**config.mk**
```make
export PLATFORM = sky130hd
export DESIGN_NAME = sort_result_serializer
export DESIGN_NICKNAME = d
export VERILOG_FILES = /design/src/rtl/sort_result_serializer.sv
export SDC_FILE = /design/constraint.sdc
export NUM_CORES = 1
export LEC_CHECK = 0
export ABC_AREA = 1
export CORE_MARGIN = 10
export CORE_UTILIZATION = 48
export DETAILED_ROUTE_END_ITERATION = 12
export HOLD_SLACK_MARGIN = 0.12
export PLACE_DENSITY = 0.79
export SETUP_SLACK_MARGIN = 0.5
export SLEW_MARGIN = 0
export SYNTH_ARGS = -nofsm -noshare
export SYNTH_HDL_FRONTEND = slang
export SYNTH_SLANG_ARGS = --single-unit
export TNS_END_PERCENT = 50
```
**constraint.sdc**
```tcl
create_clock -name clk -period 1.2 [get_ports clk]
set_input_delay 0.12 -clock clk [delete_from_list [all_inputs] [get_ports clk]]
set_output_delay 0.12 -clock clk [all_outputs]
set_load 0.01 [all_outputs]
```
**src/rtl/sort_result_serializer.sv**
```systemverilog
// Serializes four sorted words from a parallel load onto a valid/ready stream, i1 first.
// Optional capture-order checking is enabled by defining SORT_CHECK_EN.
module sort_result_serializer #(
    parameter int N = 7
) (
    input  logic         clk,
    input  logic         rst_n,
    input  logic         load,
    output logic         in_ready,
    input  logic [N-1:0] i1,
    input  logic [N-1:0] i2,
    input  logic [N-1:0] i3,
    input  logic [N-1:0] i4,
    output logic [N-1:0] tx_data,
    output logic         tx_valid,
    input  logic         tx_ready,
    output logic         tx_last,
    output logic         busy,
    output logic         order_err
);

    typedef enum logic {IDLE, SEND} state_t;

    state_t       state, state_nxt;
    logic [N-1:0] b [4];
    logic [1:0]   idx;
    logic         accept;
    logic         last_hs;

    // A load on the last beat is accepted in the same cycle, so groups run without a bubble.
    assign last_hs  = (state == SEND) && (idx == 2'd3) && tx_ready;
    assign in_ready = (state == IDLE) || last_hs;
    assign accept   = load && in_ready;

    always_ff @(posedge clk or negedge rst_n) begin
        if (!rst_n) state <= IDLE;
        else        state <= state_nxt;
    end

    always_comb begin
        state_nxt = state;
        case (state)
            IDLE: if (accept) state_nxt = SEND;
            SEND: if (last_hs) state_nxt = accept ? SEND : IDLE;
            default: state_nxt = IDLE;
        endcase
    end

    always_comb begin
        tx_valid = (state == SEND);
        tx_last  = (state == SEND) && (idx == 2'd3);
        tx_data  = (state == SEND) ? b[idx] : '0;
        busy     = tx_valid;
    end

    always_ff @(posedge clk or negedge rst_n) begin
        if (!rst_n) begin
            idx <= '0;
            for (int unsigned k = 0; k < 4; k++) b[k] <= '0;
        end else if (accept) begin
            idx  <= '0;
            b[0] <= i1;
            b[1] <= i2;
            b[2] <= i3;
            b[3] <= i4;
        end else if (state == SEND && tx_ready) begin
            idx <= idx + 2'd1;
        end
    end

`ifdef SORT_CHECK_EN
    always_ff @(posedge clk or negedge rst_n) begin
        if (!rst_n)
            order_err <= 1'b0;
        else if (accept && !((i1 <= i2) && (i2 <= i3) && (i3 <= i4)))
            order_err <= 1'b1;
    end
`else
    assign order_err = 1'b0;
`endif

endmodule

```
==> results of run 1 <==
cell usage after synthesis:
| cell | n | share of area, % |
|---|---|---|
| a21oi_1 | 7 | 2.1 |
| buf_6 | 2 | 1.4 |
| buf_4 | 4 | 1.8 |
| conb_1 | 1 | 0.23 |
| inv_1 | 33 | 7.6 |
| dfrtp_1 | 31 | 48 |
| inv_2 | 1 | 0.23 |
| o21ai_1 | 1 | 0.31 |
| buf_2 | 9 | 2.8 |
| nand2_1 | 94 | 22 |
| ha_1 | 1 | 0.77 |
| nand3_1 | 44 | 14 |
critical path: cells and delay by family, from the launching register on:
kind                   cells  cell delay, ns
AO/OA/AOI/OAI              1            0.13
buffers and inverters      3            0.43
flip-flops                 1            0.41
AND/OR/NAND/NOR            2            0.15
repair_timing:
action                     4_1_cts  5_1_grt
setup buffers                    1        2
setup endpoints to repair       42       42
resized for setup               63       11
gates cloned                     1        2
pin swaps                       17        6
sequential cells by signal (all words and copies together) (netlist names):
name and cells:
idx 2, b 28, busy 1
cell families after synthesis:
kind of cell	after synthesis	share of synthesized area (%)
AND/OR/NAND/NOR	138	35.1
buffers and inverters	49	13.8
flip-flops	31	47.6
AO/OA/AOI/OAI	8	2.46
adder cells (fa/ha/maj)	1	0.767
other	1	0.230
worst min-delay path by stage:
stage                from    end
floorplan           rst_n   b[0]
global placement    b[11]  b[11]
detailed placement   b[5]   b[5]
CTS                 rst_n  b[21]
global route        rst_n   b[7]
finish              rst_n   b[7]
per-layer routing:
layer | global-route usage (%) | vias up | wire, microns
met2 | 23.4 | 61 | 2400
met1 | 17.4 | 741 | 1840
met3 | 4.44 | 18 | 348
met4 | 6.63 | 0 | 144
li1 | - | 798 | -
met5 | 0 | - | 0
per-stage QoR:
stage               cell area, sq um  TNS, ns  util, %  std cells
floorplan                       1690        0        -        228
global placement                2170   -11.32     65.5        314
detailed placement              2170   -12.06     65.5        314
CTS                             2260   -11.07     68.4        324
global route                    2370   -15.31     71.5        328
finish                          2370   -11.98     71.5        328
final cells by class:
cell class              count  area (sq um)  area share (%)
flip-flops and latches     31           776            32.8
multi-input cells         148           738            31.2
repair buffers             61           593            25.0
inverters                  34           135            5.71
clock buffers               8          68.8            2.91
well taps                  46          57.6            2.43
power by group:
group          internal, mW  switching, mW
sequential             1.51          0.271
clock                 0.344          0.341
combinational          1.36           1.80
==> flow_summary.yaml, run 1 <==
clocking:
  cts_tree: "done"
  cts.sinks: 31
  ctsLongestPathBuffers: 2
  clk_latency_ns: 0.33
  cts.root.buffer_cell: "clkbuf_4"
  cts_made_buffers: 5
  cts_hold_buffers: 0
  htree_num_levels: 2
  path_clk_slew_ns: 0.10
route:
  drcViolationCount: 0
  post_drt_wl_per_cell_microns: 14.4
  vias: 1618
  viasPerCell: 4.93
  dr.pass1.iters: 4
  drtIter0Drc: 172
  routed_wl_microns: 4730
  route.antenna.remaining_nets: 0
die:
  pin_count: 44
  die_w_microns: 78.3
  initial_core_util_pct: 49.2
  rows: 21
  coreArea_sq_um: 3310
  die_area_sq_um: 6130
  die_y_microns: 78.3
pwr:
  ir_worst_vdd_mv: 1.21
  cellLeakagePower_nw: 1.28
  finalPower_mw: 5.63
  power_per_cell_area_nw_per_um2: 2380
setup_path:
  rr_worst_depth: 9
  cp_common_cell: "buf_6"
  critPathRequiredTime_ns: 1.08
  path_max_fanout: 5
  crit_start: "idx[0]"
  path_class: "flip-flop to output pin"
  cp_slowest_stage_delay_ns: 0.41
  cp_data_arrival_time_ns: 1.45
  cp_slowest_cell: "dfrtp_1"
  start_kind: "flip-flop"
  reg2reg_from: "idx[0]"
  cp_cell_sequence: "buf_6 -> buf_6 -> nand2_1 -> nand3_2 -> a21oi_2 -> buf_2"
  endpoint_kind: "output pin"
  endpoint: "tx_data[6]"
  r2r_setup_slack_ns: -0.33
  timing.rr.end: "idx[1]"
placement:
  io_buffers: 42
  place.gp.congestion: 0.847
  dp_hpwl_microns: 3120
  preCtsSetupSlack_ns: -0.360
sta:
  final_max_slew_viol_count: 0
  period_share_pct: 131
  rsz0062_at_grt: "yes"
  whs_ns: 0.140
  min_period_ns: 1.57
  fin_ws_ns: -0.367
  max_clock_freq_mhz: 638
  clock_skew_ns: 0.0115
  hold_viol_final: 0
  finalSetupViolations: 40
logic_synthesis:
  syn_inst: 228
  syn_nets: 261
  syn_area_per_cell_sq_um: 7.15
  netlist_area_sq_um: 1630
  yosys_warnings: 0
  yosysSeqAreaShare_pct: 47.6
  ys_seq_elements: 31
  synthDistinctLibCells: 12
layout:
  drive_gt1_share_pct: 23.4
  n_antenna_cell: 0
  final_common_cell: "nand2_1"
  syn2layout_area_growth_pct: 45.3
  finalNetCount: 314
  final_cell_mix: "nand2_1 (84), nand3_1 (35), inv_1 (32)"
  num-fill-cells: 266
global_routing:
  grt_max_degree: 32
  antenna_found_initial: 0
  grtUsageTotal_pct: 14.5
  overflow: 0
  grt_pass1_wl_microns: 7250
  first_global_vias: 1575
run:
  maxCapViolations: 0
run_status:
  violations: "setup timing"
  status: "complete, but fails checks"
min_path:
  min_path_type: "input pin to async pin"
(Power assumes the default switching activity.)
==> run 2, diff against run 1 <==
--- a/config.mk
+++ b/config.mk
@@ -11,6 +11,7 @@
 export DETAILED_ROUTE_END_ITERATION = 12
 export HOLD_SLACK_MARGIN = 0.12
 export PLACE_DENSITY = 0.79
+export RECOVER_POWER = 50
 export SETUP_SLACK_MARGIN = 0.5
 export SLEW_MARGIN = 0
 export SYNTH_ARGS = -nofsm -noshare
==> flow_summary.yaml, run 2 (synthesis gave the netlist of run 1 again) <==
run_status:
  status: "complete, but fails checks"
  violations: "setup timing"
sta:
  setup_tns_ns: -12.05
  slew_headroom_pct: 49.8
  min_period_ns: 1.57
  clock_skew_ns: 0.0116
  whs_ns: 0.328
  final_max_slew_viol_count: 0
  hold_viol_final: 0
  fin_ws_ns: -0.371
  finalSetupViolations: 40
  max_clock_freq_mhz: 637
  worst_slew_pin_slew_ns: 0.753
  rsz0062_at_grt: "yes"
  period_share_pct: 131
placement:
  dp_hpwl_microns: 3120
  io_buffers: 42
  place.gp.congestion: 0.847
setup_path:
  start_kind: "flip-flop"
  path_class: "flip-flop to output pin"
  rr_worst_depth: 9
  path_max_fanout: 5
  endpoint_kind: "output pin"
  critPathRequiredTime_ns: 1.08
  cp_data_arrival_time_ns: 1.45
  r2r_setup_slack_ns: -0.33
route:
  vias: 1657
  routed_wl_microns: 4750
  route.antenna.remaining_nets: 0
  drtIter0Drc: 143
  viasPerCell: 5.05
  post_drt_wl_per_cell_microns: 14.5
  drcViolationCount: 0
  dr.pass1.iters: 5
layout:
  area.sequential_sq_um: 776
  drive_gt1_share_pct: 23.4
  largest_register_ffs: 28
  multi_input_area_sq_um: 738
  finalNetCount: 314
  final_common_cell: "nand2_1"
  regMostFlops: "b"
  n_antenna_cell: 0
  final_cell_mix: "nand2_1 (84), nand3_1 (35), inv_1 (32)"
  num-fill-cells: 268
  final_util_pct: 71.1
  syn2layout_area_growth_pct: 44.4
die:
  initial_core_util_pct: 49.2
  die_area_sq_um: 6130
  die_w_microns: 78.3
  coreArea_sq_um: 3310
  pin_count: 44
  rows: 21
  die_y_microns: 78.3
global_routing:
  overflow: 0
  antenna_found_initial: 0
  grt_pass1_wl_microns: 7250
  grtUsageTotal_pct: 14.5
  first_global_vias: 1575
  grt_max_degree: 32
pwr:
  ir_worst_vdd_mv: 1.21
  cellLeakagePower_nw: 1.27
  power_per_cell_area_nw_per_um2: 2390
clocking:
  path_clk_slew_ns: 0.10
  htree_num_levels: 2
  cts_hold_buffers: 0
  cts.root.buffer_cell: "clkbuf_4"
  ctsLongestPathBuffers: 2
  cts.sinks: 31
  cts_made_buffers: 5
  cts_tree: "done"
  clk_latency_ns: 0.34
run:
  maxCapViolations: 0
min_path:
  whs_path_depth: 3
  min_path_type: "input pin to flip-flop"
[run 2: per-layer routing]
| layer | vias up | GRT usage [%] | wire (microns) |
|---|---|---|---|
| met4 | 0 | 6.63 | 176 |
| li1 | 799 | - | - |
| met3 | 24 | 4.44 | 381 |
| met2 | 78 | 23.4 | 2400 |
| met1 | 756 | 17.4 | 1790 |
| met5 | - | 0 | 0 |
[run 2: worst paths after layout]
path	start	to
min in group asynchronous	rst_n	b[7]
hold reg to reg	b[11]	b[11]
setup reg to reg	idx[0]	idx[1]
max in group asynchronous	rst_n	b[16]
setup / recovery	idx[0]	tx_data[6]
hold / removal	i3[2]	b[9]
[run 2: power by group]
part	leakage (nW)	switching [mW]	internal, mW
Combinational	0.850	1.81	1.35
Clock	0.0386	0.344	0.344
Sequential	0.384	0.269	1.51
Total	1.27	2.42	3.21
[run 2: cell type report]
type                            count  share of cell area, %
Sequential cell                    31                   33.0
Multi-Input combinational cell    148                   31.4
Timing Repair Buffer               61                   24.6
Inverter                           34                   5.74
Clock buffer                        8                   2.92
Tap cell                           46                   2.45
[run 2: worst max-delay path: stages, from the launching register on]
cell	delay (ns)
dfrtp_1	0.41
buf_6	0.15
buf_6	0.13
nand2_1	0.08
nand3_2	0.07
a21oi_2	0.13
buf_2	0.15
[run 2: through the flow]
stage | instances | cell area [sq um] | power [mW] | setup slack, ns
floorplan | 228 | 1690 | 3.56 | 0.108
global placement | 314 | 2170 | 4.54 | -0.341
detailed placement | 314 | 2170 | 4.62 | -0.360
CTS | 324 | 2260 | 5.32 | -0.343
global route | 328 | 2350 | 6.08 | -0.444
finish | 328 | 2350 | 5.63 | -0.371
[run 2: timing repair]
item                       in CTS  in global routing
buffers inserted                1                  2
gates cloned                    1                  2
setup endpoints to repair      42                 42
gates resized for setup        63                 11
pin swaps                      17                  6
